### config.mk
export PLATFORM = sky130hd
export DESIGN_NAME = imm_gen_pipe
export DESIGN_NICKNAME = d
export VERILOG_FILES = /design/src/rtl/imm_gen_pipe.sv
export SDC_FILE = /design/constraint.sdc
export NUM_CORES = 1
export LEC_CHECK = 0
export CORE_ASPECT_RATIO = 1.2
export CORE_MARGIN = 5
export CORE_UTILIZATION = 42
export CTS_CLUSTER_SIZE = 40
export DETAILED_ROUTE_END_ITERATION = 12
export GPL_TIMING_DRIVEN = 1
export PLACE_DENSITY = 0.79
export REMOVE_ABC_BUFFERS = 1
export SLEW_MARGIN = 10
export SYNTH_ARGS = -nofsm -noshare
export SYNTH_HDL_FRONTEND = slang
export SYNTH_SLANG_ARGS = --single-unit
### constraint.sdc
create_clock -name clk_i -period 1.45 [get_ports clk_i]
set_input_delay 0.2175 -clock clk_i [delete_from_list [all_inputs] [get_ports clk_i]]
set_output_delay 0.2175 -clock clk_i [all_outputs]
set_load 0.05 [all_outputs]
### src/rtl/imm_gen_pipe.sv
`default_nettype none
// ============================================================================
// Module      : imm_gen_pipe
// Description : Pipelined RISC-V immediate generator (I/S/B/J/U, optional Z
//               CSR immediate when IMMGEN_ZIMM_EN is defined), STAGES-deep
//               valid/ready pipe with back-pressure.
// Revision    : 1.0 - initial release
// ============================================================================
module imm_gen_pipe #(
    parameter int XLEN   = 32,
    parameter int STAGES = 1
) (
    input  logic            clk_i,
    input  logic            rst_ni,
    input  logic            in_valid_i,
    output logic            in_ready_o,
    input  logic [31:0]     inst_i,
`ifdef IMMGEN_ZIMM_EN
    input  logic [5:0]      immsel_i,
`else
    input  logic [4:0]      immsel_i,
`endif
    output logic            out_valid_o,
    input  logic            out_ready_i,
    output logic [XLEN-1:0] imm_o,
    output logic            err_o
);

`ifdef IMMGEN_ZIMM_EN
    localparam int c_SEL_W = 6;
`else
    localparam int c_SEL_W = 5;
`endif

    localparam logic [c_SEL_W-1:0] c_SEL_I = c_SEL_W'(5'b00001);
    localparam logic [c_SEL_W-1:0] c_SEL_S = c_SEL_W'(5'b00010);
    localparam logic [c_SEL_W-1:0] c_SEL_B = c_SEL_W'(5'b00100);
    localparam logic [c_SEL_W-1:0] c_SEL_J = c_SEL_W'(5'b01000);
    localparam logic [c_SEL_W-1:0] c_SEL_U = c_SEL_W'(5'b10000);
`ifdef IMMGEN_ZIMM_EN
    localparam logic [c_SEL_W-1:0] c_SEL_Z = 6'b100000;
`endif

    // ------------------------------------------------------------------
    // Input-side decode (combinational, captured only into stage 0)
    // ------------------------------------------------------------------
    logic [31:0]      w_raw;
    logic [XLEN-1:0]  w_dec_imm;
    logic             w_dec_err;
    logic             w_unused;

    assign w_unused = ^inst_i[6:0];

    always_comb begin
        w_raw     = '0;
        w_dec_err = 1'b0;
        case (immsel_i)
            c_SEL_I: w_raw = {{20{inst_i[31]}}, inst_i[31:20]};
            c_SEL_S: w_raw = {{20{inst_i[31]}}, inst_i[31:25], inst_i[11:7]};
            c_SEL_B: w_raw = {{19{inst_i[31]}}, inst_i[31], inst_i[7],
                              inst_i[30:25], inst_i[11:8], 1'b0};
            c_SEL_J: w_raw = {{11{inst_i[31]}}, inst_i[31], inst_i[19:12],
                              inst_i[20], inst_i[30:21], 1'b0};
            c_SEL_U: w_raw = {inst_i[31:12], 12'b0};
`ifdef IMMGEN_ZIMM_EN
            c_SEL_Z: w_raw = '0;
`endif
            default: w_dec_err = 1'b1;
        endcase
        w_dec_imm = XLEN'($signed(w_raw));
`ifdef IMMGEN_ZIMM_EN
        // The CSR immediate is the only zero-extended format
        if (immsel_i == c_SEL_Z) begin
            w_dec_imm = XLEN'(inst_i[19:15]);
        end
`endif
    end

    // ------------------------------------------------------------------
    // Ready chain: stage k may load when empty or when it drains this cycle
    // ------------------------------------------------------------------
    logic [STAGES-1:0] w_vld;
    logic [STAGES-1:0] w_rdy;
    logic [XLEN-1:0]   w_stg_imm [STAGES];
    logic [STAGES-1:0] w_stg_err;
    logic              w_chain;

    always_comb begin
        w_chain = out_ready_i;
        w_rdy   = '0;
        for (int k = STAGES - 1; k >= 0; k--) begin
            w_chain  = !w_vld[k] | w_chain;
            w_rdy[k] = w_chain;
        end
    end

    // ------------------------------------------------------------------
    // Register stages
    // ------------------------------------------------------------------
    for (genvar k = 0; k < STAGES; k++) begin : g_stage
        logic            w_src_v;
        logic [XLEN-1:0] w_src_imm;
        logic            w_src_err;
        logic            r_v;
        logic [XLEN-1:0] r_imm;
        logic            r_err;

        if (k == 0) begin : g_head
            assign w_src_v   = in_valid_i;
            assign w_src_imm = w_dec_imm;
            assign w_src_err = w_dec_err;
        end else begin : g_body
            assign w_src_v   = w_vld[k-1];
            assign w_src_imm = w_stg_imm[k-1];
            assign w_src_err = w_stg_err[k-1];
        end

        // Data registers only update when a valid entry is written
        always_ff @(posedge clk_i or negedge rst_ni) begin
            if (!rst_ni) begin
                r_v   <= 1'b0;
                r_imm <= '0;
                r_err <= 1'b0;
            end else if (w_rdy[k]) begin
                r_v <= w_src_v;
                if (w_src_v) begin
                    r_imm <= w_src_imm;
                    r_err <= w_src_err;
                end
            end
        end

        assign w_vld[k]     = r_v;
        assign w_stg_imm[k] = r_imm;
        assign w_stg_err[k] = r_err;
    end

    assign in_ready_o  = w_rdy[0];
    assign out_valid_o = w_vld[STAGES-1];
    assign imm_o       = w_stg_imm[STAGES-1];
    assign err_o       = w_stg_err[STAGES-1];

endmodule
`default_nettype wire

==> summary.md, run 1 <==
| Metric | Value |
|---|---|
| Number of design rule violations left after detail routing | `0` |
| Worst path required time | `1630 ps` |
| Final net count | `316` |
| Power per Cell Area | `895 nW/um2` |
| Top-level port count | `76` |
| WS Path Type | `in2reg` |
| Unique cell type count in the Yosys netlist | `37` |
| Sequential element share of the synthesized area | `0.476` |
| Clock transition at the register clock pins on the worst setup and hold paths after CTS | `70 ps` |
| Share of the cycle needed by the critical path after routing | `0.963` |
| Final count of pins violating max slew | `0` |
| Register bit count reported by yosys | `34` |
| Synth Instances | `184` |
| Area used by multi-input combinational logic | `842 um2` |
| Die height | `81.5 um` |
| Effective utilization at floorplan | `0.426` |
| Number of antenna violations at the first check in global routing | `0` |
| Setup-failing EPs final | `0` |
| Critical path peak fanout | `6` |
| First-iteration detailed-routing DRC count | `139` |
| Cell Rows | `26` |
| Max-cap viol count | `0` |
| Outcome | `completed` |
| Number of hold violations in the final report | `0` |
| Layout Cell Area excl Fill | `3180 um2` |
| Class of the worst hold path | `in2async` |
| Unrepaired setup endpoints after global routing | `false` |
| Via count normalized by instance count | `5.22` |
| Synthesis-to-finish area growth | `77.6%` |
| Wire length of the first global-routing pass | `8.96 mm` |
| Syn. warnings | `0` |
| Sinks on the clock net | `34` |
| Clock period minus final worst setup slack | `1400 ps` |
| Worst setup timing slack at the placement stage | `-624 ps` |
| Count of buffers inserted at the top-level ports | `68` |
| Detailed-router iteration count before antenna repair | `4` |
| Number of buffers added by the clock tree synthesis step | `5` |
| All-layer global routing usage | `0.203` |
| Summed instance area of the synthesized netlist | `1790 um2` |
| Average footprint of a synthesized cell | `9.72 um2` |
| Latest clock arrival within the worst-skew pair | `290 ps` |
| Antenna Violating Nets Remaining | `0` |
| Die ar. | `5670 um2` |
| Buffers from clock root to sink, at most | `2` |
| Routed WL per cell | `16.2 um` |
| Clock Skews | `3.95 ps` |
| Actual slew at the worst max-slew pin | `450 ps` |
| CTS tree | `done` |
| Data arrival time of the worst path | `1580 ps` |
| Final RePlAce weighted congestion | `0.858` |
| Leftover overflow at the end of global routing | `0` |
| HPWL after detailed placement | `4.01 mm` |
| VDD IR-drop max | `0.750 mV` |
| Area inside the core boundary | `4200 um2` |
| Layout cells sized above 1 | `0.359` |
| Number of standard cells in the layout, taps in and fillers out | `332` |
| PnR worst setup slack | `54.0 ps` |
| Total wire length | `5.38 mm` |
| Antenna diode instance count | `0` |
| FILL cells | `276` |
| Kind of capture point of the worst setup path | `flop` |
| Placed standard-cell area | `3010 um2` |
| Critical path startpoint category | `primary input` |
| Worst slew margin relative to its limit | `0.698` |
| H-tree lvl count | `2` |
| Die X | `69.6 um` |
| Root buffer cell | `clkbuf_8` |
| Via count of the first global-routing pass | `1880` |
| Leak pwr | `1.37 nW` |
| Total vias in the final route | `1733` |
| Cell total after placement | `321` |
| FMAX | `716 MHz` |
| Pin count of the biggest net entering global routing | `24` |
| Flip-flop and latch area | `851 um2` |
==> cell usage in the layout, fill, tap and decap left out, types with 2 or more instances in the layout <==
cell type | synthesis | final
buf_12 | 0 | 38
dfrtp_1 | 34 | 34
nand2_1 | 29 | 29
clkdlybuf4s50_1 | 0 | 27
buf_4 | 0 | 24
o21ai_0 | 18 | 15
o21ai_1 | 12 | 15
nand3_1 | 11 | 11
nor2_1 | 10 | 10
mux2_2 | 10 | 10
a21oi_1 | 9 | 9
clkbuf_8 | 4 | 6
buf_6 | 4 | 5
a221oi_1 | 4 | 4
nor2b_1 | 3 | 3
dlygate4sd2_1 | 0 | 3
nand2b_1 | 2 | 2
xnor2_1 | 2 | 2
nor4_2 | 0 | 2
clkbuf_2 | 0 | 2
==> synthesized netlist by cell type <==
| library cell | n | area share |
|---|---|---|
| nand3_1 | 11 | 0.031 |
| nor3_1 | 1 | 0.0028 |
| buf_6 | 4 | 0.025 |
| buf_2 | 4 | 0.011 |
| a2bb2oi_1 | 1 | 0.0049 |
| and2_1 | 1 | 0.0035 |
| clkbuf_8 | 4 | 0.031 |
| o2111a_1 | 1 | 0.0063 |
| and2b_2 | 1 | 0.0049 |
| o21ai_0 | 18 | 0.050 |
| nor4_1 | 2 | 0.0070 |
| mux2_2 | 10 | 0.063 |
| o211ai_1 | 1 | 0.0042 |
| nor3_2 | 1 | 0.0056 |
| nor2b_1 | 3 | 0.010 |
| nand2_1 | 29 | 0.061 |
| or4_1 | 1 | 0.0042 |
| or2b_2 | 1 | 0.0049 |
| or2_2 | 1 | 0.0035 |
| dfrtp_1 | 34 | 0.48 |
| o21bai_1 | 1 | 0.0042 |
| a22oi_1 | 1 | 0.0042 |
| nor4b_4 | 1 | 0.013 |
| nand2b_1 | 2 | 0.0070 |
| o21ai_1 | 12 | 0.034 |
| nor4b_1 | 1 | 0.0049 |
| nor2_1 | 10 | 0.021 |
| a221oi_1 | 4 | 0.020 |
| a211oi_2 | 1 | 0.0070 |
| xnor2_1 | 2 | 0.0098 |
| a21oi_1 | 9 | 0.025 |
| clkbuf_1 | 5 | 0.010 |
| nand3b_1 | 1 | 0.0042 |
| o21a_1 | 1 | 0.0042 |
| xor2_1 | 2 | 0.0098 |
| mux2_4 | 1 | 0.0084 |
| nand4_1 | 1 | 0.0035 |
==> cell type report <==
class / instances / share of cell area
tap: 56 / 0.0221
clock buffer: 6 / 0.0260
clock inverter: 2 / 0.00394
timing repair buffer: 101 / 0.415
sequential: 34 / 0.268
multi-input combinational: 133 / 0.265
==> final timing paths <==
| path | slack [ps] | end | cells past startpoint | startpoint |
|---|---|---|---|---|
| min in group clk_i | 460 | err_o$_DFFE_PN0P_ | 5 | immsel_i[2] |
| max reg2reg | 100 | imm_o[29]$_DFFE_PN0P_ | 4 | out_valid_o$_DFFE_PN0N_ |
| max | 50 | imm_o[20]$_DFFE_PN0P_ | 7 | immsel_i[0] |
| min | 380 | imm_o[0]$_DFFE_PN0P_ | 2 | rst_ni |
| max in group asynchronous | 630 | imm_o[19]$_DFFE_PN0P_ | 3 | rst_ni |
| min reg2reg | 540 | imm_o[9]$_DFFE_PN0P_ | 2 | imm_o[9]$_DFFE_PN0P_ |
==> metrics by stage <==
stage	power [mW]	TNS, ps	util	hold slack [ps]
final	2.84	0	0.757	383
after CTS	2.87	0	0.759	380
after global routing	2.97	0	0.757	432
after global placement	2.07	-13540	0.717	160
after floorplan	1.48	-21080	-	-78.1
after detailed placement	2.09	-15490	0.717	164
==> critical path, stage by stage <==
cell	delay [ps]
dlygate4sd2_1	250
nor4b_1	140
buf_4	140
a211oi_4	300
buf_6	180
o21ai_0	80
mux2_2	260
==> kinds of logic (layout without fill, tap and decap cells) <==
kind of cell	count (synthesis)	count (layout)	synth area share
AOI/OAI and AO/OA	50	50	0.164
xor gates and xnor gates	4	4	0.0196
buffers and inverters	17	109	0.0776
DFF	34	34	0.476
muxes	11	11	0.0713
and+or+nand+nor	68	68	0.192
==> power by group <==
part	internal (mW)	switching (mW)
registers	1.02	0.0783
logic	0.505	0.502
clock network	0.381	0.360
==> per-layer routing <==
layer / part of all wire / wire, um / track usage / up-vias
li1: - / - / - / 828
met1: 0.38 / 2040 / 0.212 / 824
met2: 0.53 / 2840 / 0.371 / 68
met3: 0.066 / 357 / 0.0575 / 13
met4: 0.027 / 145 / 0.107 / 0
met5: 0 / 0 / 0 / -
==> what timing repair did <==
| action | CTS | global route |
|---|---|---|
| gates resized for setup | 22 | 3 |
| buffers inserted | 1 | 0 |
| setup endpoints to repair | 31 | 23 |
| gates cloned | 1 | 0 |
| pin swaps | 2 | 2 |
| hold buffers | 1 | 0 |
| endpoints found under the hold margin | 15 | 0 |
==> flip-flops by register name, summed over array words and instances (netlist names) <==
signal	cells
err_o	1
imm_o	32
out_valid_o	1
No activity file was read; power rests on OpenSTA's default activity.
==> inputs of run 2 (changes only) <==
--- a/config.mk
+++ b/config.mk
@@ -11,9 +11,10 @@
 export CTS_CLUSTER_SIZE = 40
 export DETAILED_ROUTE_END_ITERATION = 12
 export GPL_TIMING_DRIVEN = 1
+export HOLD_SLACK_MARGIN = 0.12
 export PLACE_DENSITY = 0.79
 export REMOVE_ABC_BUFFERS = 1
-export SLEW_MARGIN = 10
+export SLEW_MARGIN = 40
 export SYNTH_ARGS = -nofsm -noshare
 export SYNTH_HDL_FRONTEND = slang
 export SYNTH_SLANG_ARGS = --single-unit
==> constraint.sdc (replaced) <==
create_clock -name clk_i -period 1.6 [get_ports clk_i]
set_input_delay 0.24 -clock clk_i [delete_from_list [all_inputs] [get_ports clk_i]]
set_output_delay 0.24 -clock clk_i [all_outputs]
set_load 0.05 [all_outputs]
==> summary.md, run 2 (synthesized netlist as in run 1, its figures left out) <==
| Metric | Value |
|---|---|
| Layout Cell Area excl Fill | `2780 um2 (was 3180 um2)` |
| Count of buffers inserted at the top-level ports | `68 (unchanged)` |
| Top library cells by usage in the layout, fill and taps aside | `58 x buf_4, 34 x dfrtp_1, 29 x nand2_1, 28 x clkdlybuf4s50_1, 13 x o21ai_1 (was 38 x buf_12, 34 x dfrtp_1, 29 x nand2_1, 27 x clkdlybuf4s50_1, 24 x buf_4)` |
| HPWL after detailed placement | `3.57 mm (was 4.01 mm)` |
| Max FFs per register | `32 (unchanged)` |
| Die height | `81.5 um (unchanged)` |
| Latest clock arrival within the worst-skew pair | `290 ps (about the same)` |
| Outcome | `completed (unchanged)` |
| Via count of the first global-routing pass | `1747 (was 1880)` |
| Detailed-router iteration count before antenna repair | `6 (was 4)` |
| Final net count | `314 (was 316)` |
| Power per Cell Area | `838 nW/um2 (was 895 nW/um2)` |
| Via count normalized by instance count | `5.19 (was 5.22)` |
| Area inside the core boundary | `4200 um2 (unchanged)` |
| Kind of capture point of the worst setup path | `flop (unchanged)` |
| Largest incremental delay on the critical path | `560 ps (was 300 ps)` |
| WS Path Type | `in2reg (unchanged)` |
| Buffers from clock root to sink, at most | `2 (unchanged)` |
| Commonest non-fill, non-tap cell in the layout | `buf_4 (was buf_12)` |
| Crit-path slowest cell | `clkdlybuf4s50_1 (was a211oi_4)` |
| Class of the worst hold path | `reg2reg (was in2async)` |
| First-iteration detailed-routing DRC count | `42 (was 139)` |
| Number of buffers added by the clock tree synthesis step | `5 (unchanged)` |
| PnR worst setup slack | `87.1 ps (was 54.0 ps)` |
| Critical path peak fanout | `11 (was 6)` |
| H-tree lvl count | `2 (unchanged)` |
| Actual slew at the worst max-slew pin | `453 ps (was 450 ps)` |
| Max-cap viol count | `0 (unchanged)` |
| Pin count of the biggest net entering global routing | `35 (was 24)` |
| Number of hold violations in the final report | `0 (unchanged)` |
| Worst path required time | `1830 ps (was 1630 ps)` |
| Clock period minus final worst setup slack | `1510 ps` |
| Antenna Violating Nets Remaining | `0 (unchanged)` |
| Number of design rule violations left after detail routing | `0 (unchanged)` |
| Worst slew margin relative to its limit | `0.695 (was 0.698)` |
| Number of cells on the worst hold path | `2` |
| Setup slack, reg-to-reg | `290 ps (was 100 ps)` |
| Die ar. | `5670 um2 (unchanged)` |
| Critical path startpoint category | `primary input (unchanged)` |
| Placed standard-cell area | `2560 um2 (was 3010 um2)` |
| Setup-failing EPs final | `0 (unchanged)` |
| Total wire length | `4.93 mm (was 5.38 mm)` |
| Top-level port count | `76 (unchanged)` |
| Routed WL per cell | `15.0 um (was 16.2 um)` |
| Cell depth of the worst flop-to-flop path | `4 (unchanged)` |
| Leftover overflow at the end of global routing | `0 (unchanged)` |
| Hold Slack | `482 ps (was 383 ps)` |
| Synthesis-to-finish area growth | `55.2% (was 77.6%)` |
| Antenna diode instance count | `0 (unchanged)` |
| Final count of pins violating max slew | `0 (unchanged)` |
| CTS tree | `done (unchanged)` |
| Clock Skews | `2.18 ps (was 3.95 ps)` |
| Unrepaired setup endpoints after global routing | `false (unchanged)` |
| FMAX | `661 MHz` |
| Sinks on the clock net | `34 (unchanged)` |
| Cell Rows | `26 (unchanged)` |
| Leak pwr | `1.29 nW (was 1.37 nW)` |
| Final RePlAce weighted congestion | `0.836 (was 0.858)` |
| Clock transition at the register clock pins on the worst setup and hold paths after CTS | `70 ps (about the same)` |
| Share of the cycle needed by the critical path after routing | `0.946` |
| Effective utilization at floorplan | `0.426 (unchanged)` |
| Layout cells sized above 1 | `0.370 (was 0.359)` |
| Number of antenna violations at the first check in global routing | `0 (unchanged)` |
| Data arrival time of the worst path | `1740 ps (was 1580 ps)` |
| Root buffer cell | `clkbuf_8 (unchanged)` |
| Total vias in the final route | `1706 (was 1733)` |
| VDD IR-drop max | `0.498 mV (was 0.750 mV)` |
| Worst setup timing slack at the placement stage | `-467 ps (was -624 ps)` |
| Worst path cell trace | `clkdlybuf4s50_1 -> buf_4 -> or2b_2 -> o21ai_1 -> mux2_2 (was dlygate4sd2_1 -> nor4b_1 -> buf_4 -> a211oi_4 -> buf_6 -> o21ai_0 -> mux2_2)` |
| All-layer global routing usage | `0.179 (was 0.203)` |
| Die X | `69.6 um (unchanged)` |
| Wire length of the first global-routing pass | `8.12 mm (was 8.96 mm)` |
run 2: changes by cell type in the layout (fill, tap and decap cells not counted), moves of 3 or more:
cell,delta
buf_6,-3
dlymetal6s2s_1,+3
buf_4,+34
o21ai_0,-4
o21ai_2,+6
buf_12,-34
run 2: report_power, final:
part	switching, mW	total (mW)	internal, mW
registers	0.0358	0.958	0.922
clock network	0.312	0.610	0.298
logic	0.450	0.758	0.308
total	0.798	2.33	1.53
run 2: repair_timing:
item | in CTS | in global routing
hold buffers | 1 | 0
buffers inserted | 3 | 0
gates resized for setup | 13 | 15
pin swaps | 2 | 4
gates cloned | 0 | 1
hold endpoints to repair | 34 | 0
endpoints found under the setup margin | 22 | 24
run 2: stage by stage:
stage                     TNS (ps)  cells  power [mW]   util
after floorplan             -16130    167        1.34      -
after global placement       -9480    319        1.68  0.609
after detailed placement    -10740    319        1.69  0.609
after CTS                        0    329        2.32  0.645
after global routing             0    329        2.43  0.662
final                            0    329        2.33  0.662
run 2: worst paths after layout:
check / from / to
min reg2reg: imm_o[9]$_DFFE_PN0P_ / imm_o[9]$_DFFE_PN0P_
max: immsel_i[4] / imm_o[24]$_DFFE_PN0P_
max reg2reg: out_valid_o$_DFFE_PN0N_ / imm_o[29]$_DFFE_PN0P_
min: imm_o[9]$_DFFE_PN0P_ / imm_o[9]$_DFFE_PN0P_
min in group asynchronous: rst_ni / imm_o[0]$_DFFE_PN0P_
max in group asynchronous: rst_ni / imm_o[4]$_DFFE_PN0P_
run 2: final cells by class:
type | instances | area, um2
clock inverter | 1 | 7.51
timing repair buffer | 99 | 905
fill | 328 | 1420
clock buffer | 6 | 72.6
tap | 56 | 70.1
multi-input combinational | 133 | 871
sequential | 34 | 851
run 2: worst max-delay path: cells and delay by family:
family | cells | cell delay (ps)
AO/OA/AOI/OAI | 1 | 160
multiplexers | 1 | 160
buffers and inverters | 2 | 790
AND/OR/NAND/NOR | 1 | 390
run 2: routing by layer:
metal | share of wire | up-vias | global-route usage | wire, um
li1 | - | 819 | - | -
met1 | 0.41 | 825 | 0.210 | 2010
met2 | 0.52 | 57 | 0.310 | 2560
met3 | 0.064 | 5 | 0.0551 | 315
met4 | 0.012 | 0 | 0.0645 | 57
met5 | 0 | - | 0 | 0
==> inputs of run 3 (changes only) <==
--- a/config.mk
+++ b/config.mk
@@ -13,6 +13,7 @@
 export GPL_TIMING_DRIVEN = 1
 export HOLD_SLACK_MARGIN = 0.12
 export PLACE_DENSITY = 0.79
+export RECOVER_POWER = 50
 export REMOVE_ABC_BUFFERS = 1
 export SLEW_MARGIN = 40
 export SYNTH_ARGS = -nofsm -noshare
==> summary.md, run 3 (synthesized netlist as in run 1, its figures left out) <==
| Metric | Value |
|---|---|
| Pin count of the biggest net entering global routing | `35 (unchanged)` |
| Power per Cell Area | `848 nW/um2 (was 838 nW/um2)` |
| Routed WL per cell | `15.0 um (unchanged)` |
| Outcome | `completed (unchanged)` |
| Leak pwr | `1.22 nW (was 1.29 nW)` |
| Leftover overflow at the end of global routing | `0 (unchanged)` |
| Clock Skews | `2.86 ps (was 2.18 ps)` |
| Critical path startpoint category | `primary input (unchanged)` |
| Crit-path slowest cell | `a211oi_4 (was clkdlybuf4s50_1)` |
| VDD IR-drop max | `0.497 mV (was 0.498 mV)` |
| Die X | `69.6 um (unchanged)` |
| Power Total | `2.30 mW (was 2.33 mW)` |
| Final net count | `314 (unchanged)` |
| Actual slew at the worst max-slew pin | `840 ps (was 453 ps)` |
| Kind of capture point of the worst setup path | `flop (unchanged)` |
| Wire length of the first global-routing pass | `8.12 mm (unchanged)` |
| Endpoint of the worst register-to-register path | `imm_o[29]$_DFFE_PN0P_ (unchanged)` |
| FMAX | `664 MHz (was 661 MHz)` |
| Origin of the critical flop-to-flop path | `out_valid_o$_DFFE_PN0N_ (unchanged)` |
| Cell total after placement | `319 (unchanged)` |
| Total vias in the final route | `1702 (was 1706)` |
| Critical path peak fanout | `6 (was 11)` |
| Clock transition at the register clock pins on the worst setup and hold paths after CTS | `70 ps (about the same)` |
| Commonest non-fill, non-tap cell in the layout | `buf_4 (unchanged)` |
| Antenna diode instance count | `0 (unchanged)` |
| Setup crit end | `imm_o[26]$_DFFE_PN0P_ (was imm_o[24]$_DFFE_PN0P_)` |
| Clock period minus final worst setup slack | `1510 ps (about the same)` |
| Number of design rule violations left after detail routing | `0 (unchanged)` |
| Total wire length | `4.93 mm (unchanged)` |
| Synthesis-to-finish area growth | `51.5% (was 55.2%)` |
| Final RePlAce weighted congestion | `0.836 (unchanged)` |
| WS Path Type | `in2reg (unchanged)` |
| Met2 routed WL | `2.55 mm (was 2.56 mm)` |
| Root buffer cell | `clkbuf_8 (unchanged)` |
| Max FFs per register | `32 (unchanged)` |
| Routed length on met3 | `293 um (was 315 um)` |
| Via count of the first global-routing pass | `1747 (unchanged)` |
| Buffers from clock root to sink, at most | `2 (unchanged)` |
| Via count normalized by instance count | `5.17 (was 5.19)` |
| Cell depth of the worst flop-to-flop path | `4 (unchanged)` |
| FILL cells | `343 (was 328)` |
| Class of the worst hold path | `reg2reg (unchanged)` |
| PnR worst setup slack | `94.6 ps (was 87.1 ps)` |
| Worst path cell trace | `dlymetal6s2s_1 -> buf_6 -> xor2_2 -> a211oi_4 -> clkbuf_16 -> o21ai_1 -> mux2_2 (was clkdlybuf4s50_1 -> buf_4 -> or2b_2 -> o21ai_1 -> mux2_2)` |
| Final count of pins violating max slew | `0 (unchanged)` |
| Data arrival time of the worst path | `1680 ps (was 1740 ps)` |
| Die height | `81.5 um (unchanged)` |
| Unrepaired setup endpoints after global routing | `false (unchanged)` |
| Count of buffers inserted at the top-level ports | `68 (unchanged)` |
| Latest clock arrival within the worst-skew pair | `290 ps (about the same)` |
| Max-cap viol count | `0 (unchanged)` |
| Die ar. | `5670 um2 (unchanged)` |
| First-iteration detailed-routing DRC count | `48 (was 42)` |
| Antenna Violating Nets Remaining | `0 (unchanged)` |
| Top-level port count | `76 (unchanged)` |
| Number of standard cells in the layout, taps in and fillers out | `329 (unchanged)` |
| Worst path required time | `1770 ps (was 1830 ps)` |
| Share of the cycle needed by the critical path after routing | `0.941 (was 0.946)` |
| Worst setup timing slack at the placement stage | `-467 ps (unchanged)` |
| Number of buffers added by the clock tree synthesis step | `5 (unchanged)` |
| Sinks on the clock net | `34 (unchanged)` |
| Setup slack, reg-to-reg | `290 ps (about the same)` |
| Cell Rows | `26 (unchanged)` |
| Uppermost signal routing layer after detailed routing | `met4 (unchanged)` |
| Detailed-router iteration count before antenna repair | `4 (was 6)` |
| Effective utilization at floorplan | `0.426 (unchanged)` |
| Setup-failing EPs final | `0 (unchanged)` |
| H-tree lvl count | `2 (unchanged)` |
| Worst slew margin relative to its limit | `0.440 (was 0.695)` |
| All-layer global routing usage | `0.179 (unchanged)` |
| Launch point of the critical path | `immsel_i[3] (was immsel_i[4])` |
| Layout cells sized above 1 | `0.308 (was 0.370)` |
| Area inside the core boundary | `4200 um2 (unchanged)` |
| Top library cells by usage in the layout, fill and taps aside | `40 x buf_4, 34 x dfrtp_1, 29 x nand2_1, 28 x clkdlybuf4s50_1, 18 x clkbuf_1 (was 58 x buf_4, 34 x dfrtp_1, 29 x nand2_1, 28 x clkdlybuf4s50_1, 13 x o21ai_1)` |
| CTS tree | `done (unchanged)` |
| Number of hold violations in the final report | `0 (unchanged)` |
| Largest incremental delay on the critical path | `380 ps (was 560 ps)` |
| Met1 wire length | `2.04 mm (was 2.01 mm)` |
| Number of antenna violations at the first check in global routing | `0 (unchanged)` |
| HPWL after detailed placement | `3.57 mm (unchanged)` |
## run 3: changes by cell type in the layout (fill, tap and decap cells not counted)
cell	before	now
clkbuf_2	0	1
buf_4	58	40
clkbuf_1	1	18
## run 3: metrics by stage
stage | area [um2] | hold slack, ps | setup TNS, ps | utilization
floorplan | 1650 | -55.6 | -16130 | -
global placement | 2560 | 298 | -9480 | 0.609
detailed placement | 2560 | 302 | -10740 | 0.609
CTS | 2710 | 488 | 0 | 0.645
global route | 2710 | 503 | 0 | 0.646
finish | 2710 | 479 | 0 | 0.646
## run 3: report_power, final
part / total, mW / leakage (nW) / internal (mW) / switching [mW]
clock network: 0.608 / 0.0373 / 0.298 / 0.310
registers: 0.958 / 0.454 / 0.922 / 0.0353
logic: 0.731 / 0.726 / 0.281 / 0.450
total: 2.30 / 1.22 / 1.50 / 0.796
## run 3: layer usage
layer / GRT usage / vias to the layer above
met5: 0 / -
met4: 0.0645 / 0
met3: 0.0551 / 5
met2: 0.310 / 52
met1: 0.210 / 828
li1: - / 817
## run 3: worst max-delay path: cells and delay by family
family                 cells  cell delay, ps
multiplexers               1             260
XOR/XNOR                   1             190
AO/OA/AOI/OAI              2             450
buffers and inverters      3             520
## run 3: worst min path at each step
| stage | endpoint | start | slack (ps) | cells past startpoint |
|---|---|---|---|---|
| final | imm_o[12]$_DFFE_PN0P_ | imm_o[12]$_DFFE_PN0P_ | 480 | 2 |
| after global routing | imm_o[15]$_DFFE_PN0P_ | imm_o[15]$_DFFE_PN0P_ | 500 | 2 |
| after CTS | imm_o[12]$_DFFE_PN0P_ | imm_o[12]$_DFFE_PN0P_ | 490 | 2 |
| after detailed placement | imm_o[0]$_DFFE_PN0P_ | rst_ni | 300 | 2 |
| after global placement | imm_o[11]$_DFFE_PN0P_ | rst_ni | 300 | 2 |
| after floorplan | err_o$_DFFE_PN0P_ | rst_ni | -60 | 0 |
## run 3: final cells by class
class | count | area (um2) | area share
multi-input cells | 133 | 871 | 0.321
flip-flops and latches | 34 | 851 | 0.314
repair buffers | 99 | 838 | 0.309
clock buffers | 6 | 72.6 | 0.0268
well taps | 56 | 70.1 | 0.0259
clock inverters | 1 | 7.51 | 0.00277
## run 3: what timing repair did
| action | CTS | global route |
|---|---|---|
| hold endpoints to repair | 34 | 0 |
| buffers inserted | 3 | 0 |
| endpoints found under the setup margin | 22 | 24 |
| pin swaps | 2 | 4 |
| resized for setup | 13 | 15 |
| hold buffers | 1 | 0 |
| gates cloned | 0 | 1 |
